--- config.mk ---
export PLATFORM = sky130hd
export DESIGN_NAME = id_stage
export DESIGN_NICKNAME = d
export VERILOG_FILES = /design/src/rtl/mips_pkg.sv /design/src/rtl/id_control_decode.sv /design/src/rtl/id_stage.sv
export SDC_FILE = /design/constraint.sdc
export NUM_CORES = 1
export LEC_CHECK = 0
export ABC_CLOCK_PERIOD_IN_PS = 3000
export CAP_MARGIN = 40
export CORE_MARGIN = 2
export CORE_UTILIZATION = 35
export CTS_CLUSTER_DIAMETER = 60
export DETAILED_ROUTE_END_ITERATION = 16
export PLACE_DENSITY = 0.81
export RECOVER_POWER = 100
export SYNTH_ARGS = -nofsm -noshare
export SYNTH_HDL_FRONTEND = slang
export SYNTH_SLANG_ARGS = --single-unit
--- constraint.sdc ---
create_clock -name Clk -period 3 [get_ports Clk]
set_clock_uncertainty 0.15 [all_clocks]
set_input_delay 0.9 -clock Clk [delete_from_list [all_inputs] [get_ports Clk]]
set_output_delay 0.9 -clock Clk [all_outputs]
set_load 0.03 [all_outputs]
--- src/rtl/mips_pkg.sv ---
// Shared MIPS decode definitions: opcodes, ALU-op encodings and the ID control bundle.
package mips_pkg;

  localparam logic [5:0] OP_RTYPE = 6'h00;
  localparam logic [5:0] OP_LW    = 6'h23;
  localparam logic [5:0] OP_SW    = 6'h2B;
  localparam logic [5:0] OP_BEQ   = 6'h04;
  localparam logic [5:0] OP_ADDI  = 6'h08;

  localparam logic [1:0] ALUOP_ADD    = 2'b00;
  localparam logic [1:0] ALUOP_BRANCH = 2'b01;
  localparam logic [1:0] ALUOP_FUNCT  = 2'b10;

  typedef struct packed {
    logic       reg_dst;
    logic       alu_src;
    logic       mem_read;
    logic       mem_write;
    logic       mem_to_reg;
    logic       reg_write;
    logic       branch;
    logic [1:0] alu_op;
  } ctrl_t;

  localparam ctrl_t CTRL_NOP = '{
    reg_dst:    1'b0,
    alu_src:    1'b0,
    mem_read:   1'b0,
    mem_write:  1'b0,
    mem_to_reg: 1'b0,
    reg_write:  1'b0,
    branch:     1'b0,
    alu_op:     2'b00
  };

  // Instructions that read rt as a source operand rather than only writing it
  function automatic logic uses_rt(input logic [5:0] opcode);
    logic r;
    case (opcode)
      OP_RTYPE, OP_SW, OP_BEQ: r = 1'b1;
      default:                 r = 1'b0;
    endcase
    return r;
  endfunction

endpackage

--- src/rtl/id_control_decode.sv ---
// Combinational opcode-to-control decoder for the ID stage; unknown opcodes decode as NOP.
module id_control_decode
  import mips_pkg::*;
(
  input  logic [5:0] opcode,
  output ctrl_t      ctrl
);

  // Opcode to control bundle
  always_comb begin
    ctrl = CTRL_NOP;
    case (opcode)
      OP_RTYPE: begin
        ctrl.reg_dst   = 1'b1;
        ctrl.reg_write = 1'b1;
        ctrl.alu_op    = ALUOP_FUNCT;
      end
      OP_LW: begin
        ctrl.alu_src    = 1'b1;
        ctrl.mem_read   = 1'b1;
        ctrl.mem_to_reg = 1'b1;
        ctrl.reg_write  = 1'b1;
        ctrl.alu_op     = ALUOP_ADD;
      end
      OP_SW: begin
        ctrl.alu_src   = 1'b1;
        ctrl.mem_write = 1'b1;
        ctrl.alu_op    = ALUOP_ADD;
      end
      OP_BEQ: begin
        ctrl.branch = 1'b1;
        ctrl.alu_op = ALUOP_BRANCH;
      end
      OP_ADDI: begin
        ctrl.alu_src   = 1'b1;
        ctrl.reg_write = 1'b1;
        ctrl.alu_op    = ALUOP_ADD;
      end
      default: ctrl = CTRL_NOP;
    endcase
  end

endmodule

--- src/rtl/id_stage.sv ---
// MIPS instruction-decode stage: decode, writeback bypass, load-use stall, flush and
// the ID/EX pipeline register with saturating stall/flush event counters.
module id_stage
  import mips_pkg::*;
#(
  parameter int DW   = 32,
  parameter int AW   = 5,
  parameter int CNTW = 16
) (
  input  logic            Clk,
  input  logic            reset,
  input  logic [31:0]     IfIdInstr,
  input  logic [DW-1:0]   IfIdPcPlus4,
  input  logic            IfIdValid,
  input  logic            Flush,
  output logic [AW-1:0]   ReadReg1,
  output logic [AW-1:0]   ReadReg2,
  input  logic [DW-1:0]   ReadData1,
  input  logic [DW-1:0]   ReadData2,
  input  logic            WbRegWrite,
  input  logic [AW-1:0]   WbWriteReg,
  input  logic [DW-1:0]   WbWriteData,
  output logic            Stall,
  output logic            IdExValid,
  output logic [DW-1:0]   IdExPcPlus4,
  output logic [DW-1:0]   IdExA,
  output logic [DW-1:0]   IdExB,
  output logic [DW-1:0]   IdExImm,
  output logic [AW-1:0]   IdExRs,
  output logic [AW-1:0]   IdExRt,
  output logic [AW-1:0]   IdExRd,
  output logic [5:0]      IdExFunct,
  output logic            IdExRegDst,
  output logic            IdExAluSrc,
  output logic            IdExMemRead,
  output logic            IdExMemWrite,
  output logic            IdExMemToReg,
  output logic            IdExRegWrite,
  output logic            IdExBranch,
  output logic [1:0]      IdExAluOp,
  output logic [CNTW-1:0] StallCount,
  output logic [CNTW-1:0] FlushCount
);

  localparam logic [CNTW-1:0] CNT_MAX  = {CNTW{1'b1}};
  localparam logic [CNTW-1:0] CNT_ONE  = {{(CNTW-1){1'b0}}, 1'b1};
  localparam logic [AW-1:0]   REG_ZERO = {AW{1'b0}};
  localparam logic [DW-1:0]   DATA_ZERO = {DW{1'b0}};

  logic [5:0]      opcode_s;
  logic [AW-1:0]   rs_s;
  logic [AW-1:0]   rt_s;
  logic [AW-1:0]   rd_s;
  logic [DW-1:0]   imm_s;
  ctrl_t           dec_ctrl_s;
  ctrl_t           ctrl_s;
  logic [DW-1:0]   opa_s;
  logic [DW-1:0]   opb_s;
  logic            uses_rt_s;
  logic            hazard_s;
  logic            stall_s;

  logic            idex_valid_r;
  logic [DW-1:0]   idex_pc_r;
  logic [DW-1:0]   idex_a_r;
  logic [DW-1:0]   idex_b_r;
  logic [DW-1:0]   idex_imm_r;
  logic [AW-1:0]   idex_rs_r;
  logic [AW-1:0]   idex_rt_r;
  logic [AW-1:0]   idex_rd_r;
  logic [5:0]      idex_funct_r;
  ctrl_t           idex_ctrl_r;
  logic [CNTW-1:0] stall_cnt_r;
  logic [CNTW-1:0] flush_cnt_r;

  // $0 reads as zero; a same-cycle writeback wins over the stale register-file value
  function automatic logic [DW-1:0] pick_operand(
    input logic [AW-1:0] addr,
    input logic [DW-1:0] rf_data,
    input logic          wb_we,
    input logic [AW-1:0] wb_addr,
    input logic [DW-1:0] wb_data
  );
    logic [DW-1:0] r;
    if (addr == REG_ZERO) begin
      r = DATA_ZERO;
    end else if (wb_we && (wb_addr == addr)) begin
      r = wb_data;
    end else begin
      r = rf_data;
    end
    return r;
  endfunction

  assign opcode_s = IfIdInstr[31:26];
  assign rs_s     = IfIdInstr[25:21];
  assign rt_s     = IfIdInstr[20:16];
  assign rd_s     = IfIdInstr[15:11];
  assign imm_s    = {{(DW-16){IfIdInstr[15]}}, IfIdInstr[15:0]};

  assign ReadReg1 = rs_s;
  assign ReadReg2 = rt_s;

  id_control_decode u_decode (
    .opcode (opcode_s),
    .ctrl   (dec_ctrl_s)
  );

  // An empty IF/ID slot must not carry any control side effects into EX
  always_comb begin
    if (IfIdValid) begin
      ctrl_s = dec_ctrl_s;
    end else begin
      ctrl_s = CTRL_NOP;
    end
  end

  assign opa_s = pick_operand(rs_s, ReadData1, WbRegWrite, WbWriteReg, WbWriteData);
  assign opb_s = pick_operand(rt_s, ReadData2, WbRegWrite, WbWriteReg, WbWriteData);

  assign uses_rt_s = uses_rt(opcode_s);
  assign hazard_s  = (idex_rt_r == rs_s) || (uses_rt_s && (idex_rt_r == rt_s));
  assign stall_s   = idex_valid_r && idex_ctrl_r.mem_read && (idex_rt_r != REG_ZERO) &&
                     IfIdValid && !Flush && hazard_s;
  assign Stall     = stall_s;

  // ID/EX pipeline register: bubble on flush or load-use stall, else the decoded instruction
  always_ff @(posedge Clk or negedge reset) begin
    if (!reset) begin
      idex_valid_r <= 1'b0;
      idex_pc_r    <= DATA_ZERO;
      idex_a_r     <= DATA_ZERO;
      idex_b_r     <= DATA_ZERO;
      idex_imm_r   <= DATA_ZERO;
      idex_rs_r    <= REG_ZERO;
      idex_rt_r    <= REG_ZERO;
      idex_rd_r    <= REG_ZERO;
      idex_funct_r <= 6'd0;
      idex_ctrl_r  <= CTRL_NOP;
    end else if (Flush || stall_s) begin
      idex_valid_r <= 1'b0;
      idex_pc_r    <= DATA_ZERO;
      idex_a_r     <= DATA_ZERO;
      idex_b_r     <= DATA_ZERO;
      idex_imm_r   <= DATA_ZERO;
      idex_rs_r    <= REG_ZERO;
      idex_rt_r    <= REG_ZERO;
      idex_rd_r    <= REG_ZERO;
      idex_funct_r <= 6'd0;
      idex_ctrl_r  <= CTRL_NOP;
    end else begin
      idex_valid_r <= IfIdValid;
      idex_pc_r    <= IfIdPcPlus4;
      idex_a_r     <= opa_s;
      idex_b_r     <= opb_s;
      idex_imm_r   <= imm_s;
      idex_rs_r    <= rs_s;
      idex_rt_r    <= rt_s;
      idex_rd_r    <= rd_s;
      idex_funct_r <= IfIdInstr[5:0];
      idex_ctrl_r  <= ctrl_s;
    end
  end

  // Saturating event counters; a flush only counts when it kills a real instruction
  always_ff @(posedge Clk or negedge reset) begin
    if (!reset) begin
      stall_cnt_r <= {CNTW{1'b0}};
      flush_cnt_r <= {CNTW{1'b0}};
    end else begin
      if (stall_s && (stall_cnt_r != CNT_MAX)) begin
        stall_cnt_r <= stall_cnt_r + CNT_ONE;
      end
      if (Flush && IfIdValid && (flush_cnt_r != CNT_MAX)) begin
        flush_cnt_r <= flush_cnt_r + CNT_ONE;
      end
    end
  end

  assign IdExValid    = idex_valid_r;
  assign IdExPcPlus4  = idex_pc_r;
  assign IdExA        = idex_a_r;
  assign IdExB        = idex_b_r;
  assign IdExImm      = idex_imm_r;
  assign IdExRs       = idex_rs_r;
  assign IdExRt       = idex_rt_r;
  assign IdExRd       = idex_rd_r;
  assign IdExFunct    = idex_funct_r;
  assign IdExRegDst   = idex_ctrl_r.reg_dst;
  assign IdExAluSrc   = idex_ctrl_r.alu_src;
  assign IdExMemRead  = idex_ctrl_r.mem_read;
  assign IdExMemWrite = idex_ctrl_r.mem_write;
  assign IdExMemToReg = idex_ctrl_r.mem_to_reg;
  assign IdExRegWrite = idex_ctrl_r.reg_write;
  assign IdExBranch   = idex_ctrl_r.branch;
  assign IdExAluOp    = idex_ctrl_r.alu_op;
  assign StallCount   = stall_cnt_r;
  assign FlushCount   = flush_cnt_r;

endmodule
# After elaboration in Yosys (flattened, before gate mapping)

Cells that the tools add are included.

Equality and inequality tests: 10
Add/sub/neg operators: 2
Reduce and logical (&&, ||, !) cells: 21
Multiplexer cells: 23

Operators by type and width:

| operator                                            | count |
|---|---|
| 2-to-1 mux 32 bit                                   | 8 |
| adder 16 x 1 -> 16 bit, second input constant       | 2 |
| != test 16 bit, second input constant               | 2 |
| equality test 5 bit                                 | 4 |
| 2-to-1 mux 9 bit                                    | 2 |
| 2-to-1 mux 5 bit                                    | 3 |
| equality test 6 bit, second input constant          | 2 |
| logical AND 1 bit                                   | 11 |
| zero test 5 bit                                     | 2 |
| OR reduction 3 bit                                  | 3 |
| 2-to-1 mux 1 bit                                    | 8 |
| equality test 6 x 3 -> 1 bit, second input constant | 1 |
| equality test 6 x 4 -> 1 bit, second input constant | 1 |
| zero test 6 bit                                     | 1 |
| 2-to-1 mux 6 bit                                    | 1 |
| nonzero test 5 bit                                  | 1 |
| case mux 2 bit (2 select lines)                     | 1 |
| logical OR 1 bit                                    | 2 |
| zero test 1 bit                                     | 1 |

Bits in registers: 191

# Longest topological paths before layout

Gate-level depths: netlist of the first run.

Depth in word-level cells: 8
Gate-level depth with buffers: 8
Gate-level depth less buffers: 7

# Modules after synthesis

From an unflattened synthesis of the first run, not the netlist that was laid out.

Cells, all modules: 579
Area total of the unflattened synthesis: 7024.2 um2

By module, submodules not included:

| module            | instances | area an instance (um2) | cells each |
|---|---|---|---|
| id_stage          | 1         | 6922.9                 | 566 |
| id_control_decode | 1         | 101.3                  | 13 |

# Worst setup path after synthesis of the first run

OpenSTA, ideal clock, no wires.

Path kind: input -> output
Start: in IfIdInstr[29]
End: out Stall
Stages: 5
Path buffers: 1
Path slack: -0.242 ns
Arrival time: 2.192 ns
Path through: clkbuf_1 -> or4_1 -> o21ai_0 -> nand3b_1 -> a21oi_2

Cells in the longest elaborated chain, start to end: 6
Elaborated cells on any way between the ends: 8
Those cells by class: eq/ne: 2; mux: 1; reduce/logical: 5

Ends and longest elaborated chain:

| item                                                       | RTL line        | source |
|---|---|---|
| from (decl)                                                | id_stage.sv:12  | `input logic [31:0] IfIdInstr,` |
| equality test 6 x 3 -> 1 bit, or another cell as far along | mips_pkg.sv:39  | `case (opcode)` |
| OR reduction 3 bit *                                       | mips_pkg.sv:39  |  |
| 2-to-1 mux 1 bit *                                         | mips_pkg.sv:39  |  |
| logical AND 1 bit *                                        | id_stage.sv:122 | `assign hazard_s = (idex_rt_r == rs_s) \|\| (uses_rt_s && (idex_rt_r == rt_s));` |
| logical OR 1 bit *                                         | id_stage.sv:122 |  |
| logical AND 1 bit *                                        | id_stage.sv:124 | `IfIdValid && !Flush && hazard_s;` |
| to (decl)                                                  | id_stage.sv:23  | `output logic Stall,` |

Mark *: on every way between the ends. The rest lies on a longest branch, timed or not.

# Worst setup path in the final report of the first run

Start: in IfIdInstr[26]
End: out Stall

Same word-level chain as after synthesis.

==> results.toml, run 1 <==
[synthesis]
avgSynthCellArea_um2 = 11.9
ys_seq_area_share_pct = 59.3
synth_cell_type_count = 40
async_reset_ff_share_pct = 100
synth-edff-count = 0
syn_area_mm2 = 0.00684
syn_inst = 577
ys_seq_elements = 162
syn-num-nets = 749
synthFlopType = "dfrtp_1"
ys_warn_count = 0

[clocking]
cts_buffers = 17
ctsRootBufferMaster = "clkbuf_16"
clock-sinks = 162
clk_pin_slew_ns = 0.06
tritoncts = "done"
hold_buffers = 0
h-tree-depth = 4
insertion_delay_ns = 0.41
max-clock-path-buffers = 2

[sta]
min_period_ns = 3.17
period_share_pct = 106
drv_slew = 40
setup-violations-final = 1
max_freq_mhz = 315
rsz0062_at_grt = "yes"
holdWs_ns = 0.347
setup_tns_ns = -0.172
hold_viol_final = 0
timing.slew.headroom_pct = -56.7
fin_ws_ns = -0.172
worstMarginPinSlew_ns = 2.35

[die]
core_mm2 = 0.0193
fp.dieArea_mm2 = 0.0207
core.rowCount = 51
ios = 372
die_y_um = 144
start_util_pct = 35.4
dieWidth_um = 144

[worst_setup_path]
crit_type = "in -> out"
critPathMostFrequentCell = "buf_6"
crit_path_cell_trace = "buf_6, or4_4, o21ai_4, nand3b_1, a21oi_4, buf_6"
critPathSlowestCell = "or4_4"
arrival_ns = 2.12
required_ns = 1.95
critPathLaunchType = "primary input"
slowest_delay_ns = 0.54
worstPathMaxFanout = 2
end_kind = "output port"

[cells_and_area]
final_cell_mix = "clkdlybuf4s50_1 (344), dfrtp_1 (162), nor2_1 (79), mux2i_1 (64), and2_1 (60)"
drive_above_1_share_pct = 11.7
design_area_mm2 = 0.0116
nets = 1127
syn_to_final_growth_pct = 70.1
utilization_pct = 60.2
stdcell_count = 1234
layout_commonest_cell = "clkdlybuf4s50_1"

[power_and_ir_drop]
cellLeakagePower_nw = 4.92
ir_drop_uv = 354
powerDensity_mw_per_mm2 = 502

[place]
gp_congestion = 0.813
dp_hpwl_um = 16600
post_dp_cell_area_mm2 = 0.0110
dp_cells = 1197
io_buffers = 371

[route]
detail-route-antenna-nets = 0
wl_met1_um = 8780
vias = 5588
avgViaCountPerCell = 4.53
drc = 0
highest_layer = "met4"
wl_met3_um = 1360
wire_per_inst_um = 17.1
drt-pass1-iter-count = 4
drtIter0Drc = 254
wl_um = 21100
wl_met2_um = 10400

[global_route]
grt_pass1_wl_um = 30900
grt_overflow = 0
grt_max_degree = 69
antenna_found_initial = 1
grt_pass1_vias = 5488
grt_usage_pct = 20.0

[outcome]
violations = "capacitance limit, slew limit, setup timing"
status = "finished, violations left"

[flow_run]
cap_violations = 1

[min_path]
hp-class = "reg -> reg"
-- synth_stat cells (2+ instances only) --
cell type	count	share of area [%]
dfrtp_1	162	59
nor2_1	79	4.3
mux2i_1	64	9.4
and2_1	60	5.5
buf_4	40	4.4
xnor2_1	33	4.2
nand3_1	17	1.2
nand2_1	15	0.82
and3_1	12	1.1
nand4_1	12	1.1
buf_2	11	0.81
xor2_1	11	1.4
clkbuf_1	10	0.55
a21oi_1	4	0.29
and4_1	4	0.51
nor3_1	4	0.29
nor3b_1	4	0.44
or4_1	4	0.44
ha_1	2	0.37
inv_1	2	0.11
nand2b_1	2	0.18
nand3b_1	2	0.22
nor2b_1	2	0.18
nor4_1	2	0.18
o21ai_0	2	0.15
o21ai_2	2	0.26
or2_2	2	0.18
-- per-layer routing --
layer,global-route usage [%],vias to the layer above
li1,-,2636
met1,25.4,2679
met2,32.8,239
met3,5.73,34
met4,7.02,0
met5,0,-
-- flip-flops by register name, indices dropped and copies added (netlist names) --
name          flops
IdExA            32
IdExB            32
IdExPcPlus4      32
FlushCount       16
StallCount       16
IdExImm           7
IdExFunct         5
IdExRs            5
IdExRt            5
IdExRd            4
IdExAluOp         2
IdExAluSrc        1
IdExMemRead       1
IdExMemWrite      1
IdExRegDst        1
IdExRegWrite      1
IdExValid         1
-- layout make-up --
type | instances | area, µm²
inverter | 2 | 7.51
fill | 1552 | 7700
clock inverter | 12 | 146
multi-input combinational | 352 | 2440
tap | 265 | 332
sequential | 162 | 4050
clock buffer | 20 | 447
antenna | 1 | 2.50
timing repair buffer | 420 | 4200
-- worst max-delay path, delay by kind of cell --
kind            cells  cell delay (ns)
compound gates      2             0.29
buf+inv             2             0.24
simple gates        2             0.69
-- logic make-up after synthesis --
group	after synthesis	synth area share, %
buf+inv	63	5.86
simple gates	225	17.6
flops	162	59.3
mux	66	9.70
compound gates	15	1.59
fa+ha+maj	2	0.366
xor+xnor	44	5.64
-- per-stage QoR --
step	worst slack [ns]	total power, W
floorplan	-0.0262	0.00299
finish	-0.172	0.00584
global placement	-0.644	0.00367
CTS	-0.204	0.00589
global route	-0.197	0.00608
detailed placement	-0.645	0.00369
-- power by group --
part | internal, W | total (W) | switching (W)
combinational | 0.000609 | 0.00125 | 0.000642
sequential | 0.00231 | 0.00240 | 0.0000868
clock | 0.00127 | 0.00219 | 0.000922
-- final timing paths --
kind / to / cells past startpoint / start / slack [ns]
max: Stall / 6 / IfIdInstr[26] / -0.17
min in group asynchronous: IdExA[22]$_DFF_PN0_ / 1 / reset / 1.04
max reg2reg: IdExB[24]$_DFF_PN0_ / 9 / IdExRt[0]$_DFF_PN0_ / 0.29
max in group asynchronous: StallCount[3]$_DFFE_PN0P_ / 1 / reset / 0.32
min reg2reg: StallCount[15]$_DFFE_PN0P_ / 1 / StallCount[15]$_DFFE_PN0P_ / 0.35
min: StallCount[15]$_DFFE_PN0P_ / 1 / StallCount[15]$_DFFE_PN0P_ / 0.35
-- repair_timing --
item,4_1_cts,5_1_grt
setup endpoints to repair,1,1
pin swaps,8,13
buffers inserted,3,1
resized for setup,37,12
Note: power is estimated with default switching activity, not from simulation.
==> run 2: changes to the inputs <==
ABC_AREA = 1   (was unset)
CORE_UTILIZATION = 36   (was 35)
PLACE_DENSITY = 0.79   (was 0.81)
==> results.toml, run 2 <==
[outcome]
status = "completed"

[route]
avgViaCountPerCell = 4.86
wire_per_inst_um = 16.7
drc = 0
vias = 8185
drt-pass1-iter-count = 5
detail-route-antenna-nets = 0
wl_um = 28200
drtIter0Drc = 483

[min_path]
hp-class = "reg -> reg"

[cells_and_area]
diodes = 0
multi_input_area_mm2 = 0.00285
syn_to_final_growth_pct = 60.9
final_cell_mix = "clkdlybuf4s50_1 (342), inv_1 (176), nand2_1 (173), dfrtp_1 (161), nor2_1 (159)"
drive_above_1_share_pct = 11.1
stdcell_count = 1683
register_area_mm2 = 0.00406
fill_cells = 1885
nets = 1562
layout_commonest_cell = "clkdlybuf4s50_1"

[place]
dp_hpwl_um = 20800
dp_cells = 1632
io_buffers = 371
gp_congestion = 0.908
pre_cts_slack_ns = -0.441

[global_route]
antenna_found_initial = 0
grt_max_degree = 52
grt_pass1_vias = 8018
grt_pass1_wl_um = 43300
grt_usage_pct = 23.4
grt_overflow = 0

[die]
dieWidth_um = 154
ios = 372
core.rowCount = 54
start_util_pct = 36.8
die_y_um = 154
fp.dieArea_mm2 = 0.0236
core_mm2 = 0.0219

[synthesis]
ys_warn_count = 0
synth-edff-count = 0
synth.area.top_cells = "dfrtp_1 (50%), inv_1 (8.3%), nand2_1 (8.1%)"
synth_xor_area_share_pct = 3.48
synth_cell_type_count = 27
synth_top_area_share_pct = 50.4
syn-num-nets = 1188
syn_inst = 1016
async_reset_ff_share_pct = 100
synth_top_family_by_area = "simple AND/OR/NAND/NOR gates"
synth_area_leader_cell = "dfrtp_1"
synthFlopType = "dfrtp_1"
ys_seq_area_share_pct = 50.4
avgSynthCellArea_um2 = 7.92
synthTopCellsByCount = "inv_1 (177), nand2_1 (174), nor2_1 (173)"
ys_seq_elements = 162
yosys.area_share.simple_pct = 29.4
syn_area_mm2 = 0.00805
synth_most_common_cell = "inv_1"
synthMuxAreaShare_pct = 0
synth-compound-area-share_pct = 1.03
synthAdderAreaFrac_pct = 0.311

[worst_setup_path]
end_kind = "output port"
critPathSlowestCell = "dlygate4sd2_1"
arrival_ns = 1.93
critPathMostFrequentCell = "nand2_4"
slowest_delay_ns = 0.26
crit_path_cell_trace = "dlygate4sd2_1, xor2_1, nor2_2, nand3_2, nand2_4, nand2_4, inv_4, buf_12"
required_ns = 1.95
crit_type = "in -> out"
critPathLaunchType = "primary input"
worstPathMaxFanout = 2

[sta]
period_share_pct = 99.2
timing.slew.headroom_pct = 12.7
fin_ws_ns = 0.0225
worstMarginPinSlew_ns = 1.31
setup-violations-final = 0
min_period_ns = 2.98
max_freq_mhz = 336
drv_slew = 0
hold_viol_final = 0

[clocking]
hold_buffers = 0
max-clock-path-buffers = 2
tritoncts = "done"
clk_pin_slew_ns = 0.07
h-tree-depth = 4
insertion_delay_ns = 0.42
ctsRootBufferMaster = "clkbuf_16"
clock-sinks = 162
cts_buffers = 17

[power_and_ir_drop]
powerDensity_mw_per_mm2 = 464
ir_drop_uv = 269
finalPower_w = 0.00600
cellLeakagePower_nw = 6.51

[flow_run]
cap_violations = 0
==> run 2: cell count changes after synthesis, moves of 7 or more <==
cell / delta
inv_2: +7
mux2i_1: -64
nand3_1: +72
and2_1: -60
inv_1: +175
nand2_1: +159
xnor2_1: -19
nand4_1: +71
clkbuf_1: +15
xor2_1: +7
and3_1: -12
buf_6: +7
nor2_1: +94
==> run 2: cell type report <==
cell class              count  area share (%)
clock buffers              18            3.39
well taps                 280            2.71
repair buffers            442            34.1
flip-flops and latches    162            31.3
inverters                 184            5.35
clock inverters            14            1.14
multi-input cells         583            22.0
==> run 2: repair_timing <==
action                                  4_1_cts  5_1_grt
pin swaps                                    13       11
gates resized for setup                      36       26
endpoints found under the setup margin        1       21
buffers inserted                             16        3
cloned                                        0        0
==> run 2: critical path: cells and delay by family <==
kind | cells | cell delay [ns]
and+or+nand+nor | 4 | 0.43
buffers and inverters | 3 | 0.43
xor gates and xnor gates | 1 | 0.16
==> run 2: cells by family after synthesis <==
kind of cell,after synthesis
buf+inv,271
xor+xnor,32
simple gates,535
compound gates,14
fa+ha+maj,2
flops,162
==> run 2: metal layers <==
| metal | GRT usage, % | part of all wire, % |
|---|---|---|
| met5 | 0 | 0 |
| met4 | 10.1 | 4.0 |
| met3 | 6.14 | 9.1 |
| met2 | 39.7 | 49 |
| met1 | 28.2 | 38 |
==> run 2: final timing paths <==
| kind | start | end | slack, ns | depth (start not counted) |
|---|---|---|---|---|
| worst max-delay path | IfIdInstr[19] | Stall | 0.02 | 8 |
| max in group asynchronous | reset | IdExPcPlus4[8]$_DFF_PN0_ | 0.49 | 2 |
| min in group asynchronous | reset | IdExA[21]$_DFF_PN0_ | 0.61 | 1 |
| worst max register to register | FlushCount[0]$_DFFE_PN0P_ | FlushCount[5]$_DFFE_PN0P_ | 0.73 | 8 |
| worst min register to register | FlushCount[2]$_DFFE_PN0P_ | FlushCount[2]$_DFFE_PN0P_ | 0.38 | 1 |
| worst min-delay path | FlushCount[2]$_DFFE_PN0P_ | FlushCount[2]$_DFFE_PN0P_ | 0.38 | 1 |
==> run 2: per-stage QoR <==
stage / util (%) / hold WS (ns) / setup TNS (ns) / cell area (µm²)
finish: 59.1 / 0.383 / 0 / 12900
floorplan: - / 0.454 / 0 / 8050
global route: 59.1 / 0.392 / -0.00599 / 12900
detailed placement: 55.9 / 0.360 / -1.01 / 12200
CTS: 59.3 / 0.285 / 0 / 13000
global placement: 55.9 / 0.356 / -0.486 / 12200
==> run 2: report_power, final <==
group          switching (W)  total [W]  internal [W]  leakage (nW)
sequential         0.0000903    0.00240       0.00231          2.11
clock               0.000987    0.00219       0.00120         0.289
combinational       0.000791    0.00142      0.000625          4.11
==> run 3: changes to the inputs <==
CORE_MARGIN = unset   (was 2)
==> results.toml, run 3 (synthesis results as in run 2) <==
[clocking]
hold_buffers = 0
clock-sinks = 162
h-tree-depth = 4
clk_pin_slew_ns = 0.07
ctsRootBufferMaster = "clkbuf_16"
tritoncts = "done"
cts_buffers = 17
insertion_delay_ns = 0.43
max-clock-path-buffers = 2

[global_route]
grt_max_degree = 70
grt_usage_pct = 24.5
grt_overflow = 0
grt_pass1_wl_um = 42300
antenna_found_initial = 1
grt_pass1_vias = 8142

[power_and_ir_drop]
ir_drop_uv = 322
finalPower_w = 0.00601
cellLeakagePower_nw = 6.40
powerDensity_mw_per_mm2 = 470

[place]
dp_cells = 1626
post_dp_cell_area_mm2 = 0.0121
gp_congestion = 0.944
io_buffers = 371
dp_hpwl_um = 20400

[flow_run]
cap_violations = 1

[worst_setup_path]
crit_path_end = "Stall"
critPathLaunchType = "primary input"
worstPathMaxFanout = 3
r2r_end = "IdExA[7]$_DFF_PN0_"
cp-startpoint = "IfIdInstr[29]"
crit_type = "in -> out"
required_ns = 1.95
reg2reg_from = "IdExRt[0]$_DFF_PN0_"
r2r_slack_ns = 0.66
rr_worst_depth = 12
end_kind = "output port"
arrival_ns = 1.96

[cells_and_area]
final_cell_mix = "clkdlybuf4s50_1 (342), inv_1 (175), nand2_1 (174), dfrtp_1 (161), nor2_1 (160)"
stdcell_count = 1665
drive_above_1_share_pct = 9.82
design_area_mm2 = 0.0128
syn_to_final_growth_pct = 58.7
diodes = 0
nets = 1544
layout_commonest_cell = "clkdlybuf4s50_1"

[sta]
min_period_ns = 3.01
period_share_pct = 100
hold_viol_final = 0
drv_slew = 69
fin_ws_ns = -0.0136
rsz0062_at_grt = "yes"
max_freq_mhz = 332
timing.slew.headroom_pct = -24.8
setup-violations-final = 1
setup_tns_ns = -0.0136
worstMarginPinSlew_ns = 1.87

[route]
wire_per_inst_um = 16.7
avgViaCountPerCell = 4.90
drtIter0Drc = 346
detail-route-antenna-nets = 0
drc = 0
wl_um = 27800
vias = 8156
drt-pass1-iter-count = 5

[outcome]
status = "finished, violations left"
violations = "capacitance limit, slew limit, setup timing"

[die]
start_util_pct = 36.8
die_y_um = 152
fp.dieArea_mm2 = 0.0230
dieWidth_um = 152
core.rowCount = 54
core_mm2 = 0.0219
ios = 372

[min_path]
hp-class = "reg -> reg"
==> run 3: changes by cell type in the layout (fill, tap and decap cells not counted), sizes merged <==
cell | before | now
clkbuf | 33 | 26
dlymetal6s2s | 1 | 0
inv | 191 | 193
buf | 77 | 60
clkinv | 5 | 3
clkdlybuf4s15 | 3 | 7
dlygate4sd2 | 4 | 7
==> run 3: stage by stage <==
| step | utilization, % | setup slack, ns | hold slack (ns) |
|---|---|---|---|
| 6_report | 58.3 | -0.0136 | 0.379 |
| 5_1_grt | 58.3 | -0.0513 | 0.394 |
| 4_1_cts | 58.6 | 0.00344 | 0.347 |
| 3_5_place_dp | 55.4 | -0.429 | 0.365 |
| 3_3_place_gp | 55.4 | -0.409 | 0.364 |
| 2_1_floorplan | - | 0.222 | 0.454 |
==> run 3: layer usage <==
| metal | global-route usage, % | share of wire, % | vias to the layer above |
|---|---|---|---|
| li1 | - | - | 3823 |
| met1 | 28.2 | 38 | 3843 |
| met2 | 41.1 | 48 | 438 |
| met3 | 8.17 | 11 | 52 |
| met4 | 11.6 | 3.3 | 0 |
| met5 | 0 | 0 | - |
==> run 3: final cells by class <==
class / instances / area [µm²]
timing repair buffer: 424 / 4240
tap: 280 / 350
clock buffer: 18 / 439
clock inverter: 14 / 143
inverter: 184 / 691
multi-input combinational: 583 / 2850
fill: 1941 / 9120
sequential: 162 / 4060
==> run 3: power by group <==
part / total, W / leakage [nW] / switching (W) / internal [W]
Sequential: 0.00240 / 2.11 / 0.0000941 / 0.00231
Clock: 0.00221 / 0.288 / 0.00101 / 0.00120
Combinational: 0.00139 / 4.00 / 0.000775 / 0.000616
==> run 3: how the worst min path moves through the flow <==
| stage | to | slack, ns | startpoint | cells after the start |
|---|---|---|---|---|
| finish | FlushCount[4]$_DFFE_PN0P_ | 0.38 | FlushCount[4]$_DFFE_PN0P_ | 1 |
| CTS | IdExB[23]$_DFF_PN0_ | 0.35 | reset | 1 |
| global route | FlushCount[4]$_DFFE_PN0P_ | 0.39 | FlushCount[4]$_DFFE_PN0P_ | 1 |
| global placement | FlushCount[5]$_DFFE_PN0P_ | 0.36 | FlushCount[5]$_DFFE_PN0P_ | 1 |
| floorplan | FlushCount[0]$_DFFE_PN0P_ | 0.45 | reset | 0 |
| detailed placement | FlushCount[4]$_DFFE_PN0P_ | 0.36 | FlushCount[4]$_DFFE_PN0P_ | 1 |
==> run 3: worst max-delay path: stages <==
cell and delay, ns:
clkdlybuf4s15_2 0.22, nor2_2 0.17, nand3_2 0.12, nand3_2 0.09, nand3_2 0.10, nand2_4 0.09, nand2_2 0.06, inv_2 0.07
buf_6 0.13
==> run 3: timing repair <==
action                                  4_1_cts  5_1_grt
endpoints found under the hold margin         0        0
resized for setup                            54        4
setup buffers                                 6        1
endpoints found under the setup margin        1       19
pin swaps                                    17        3
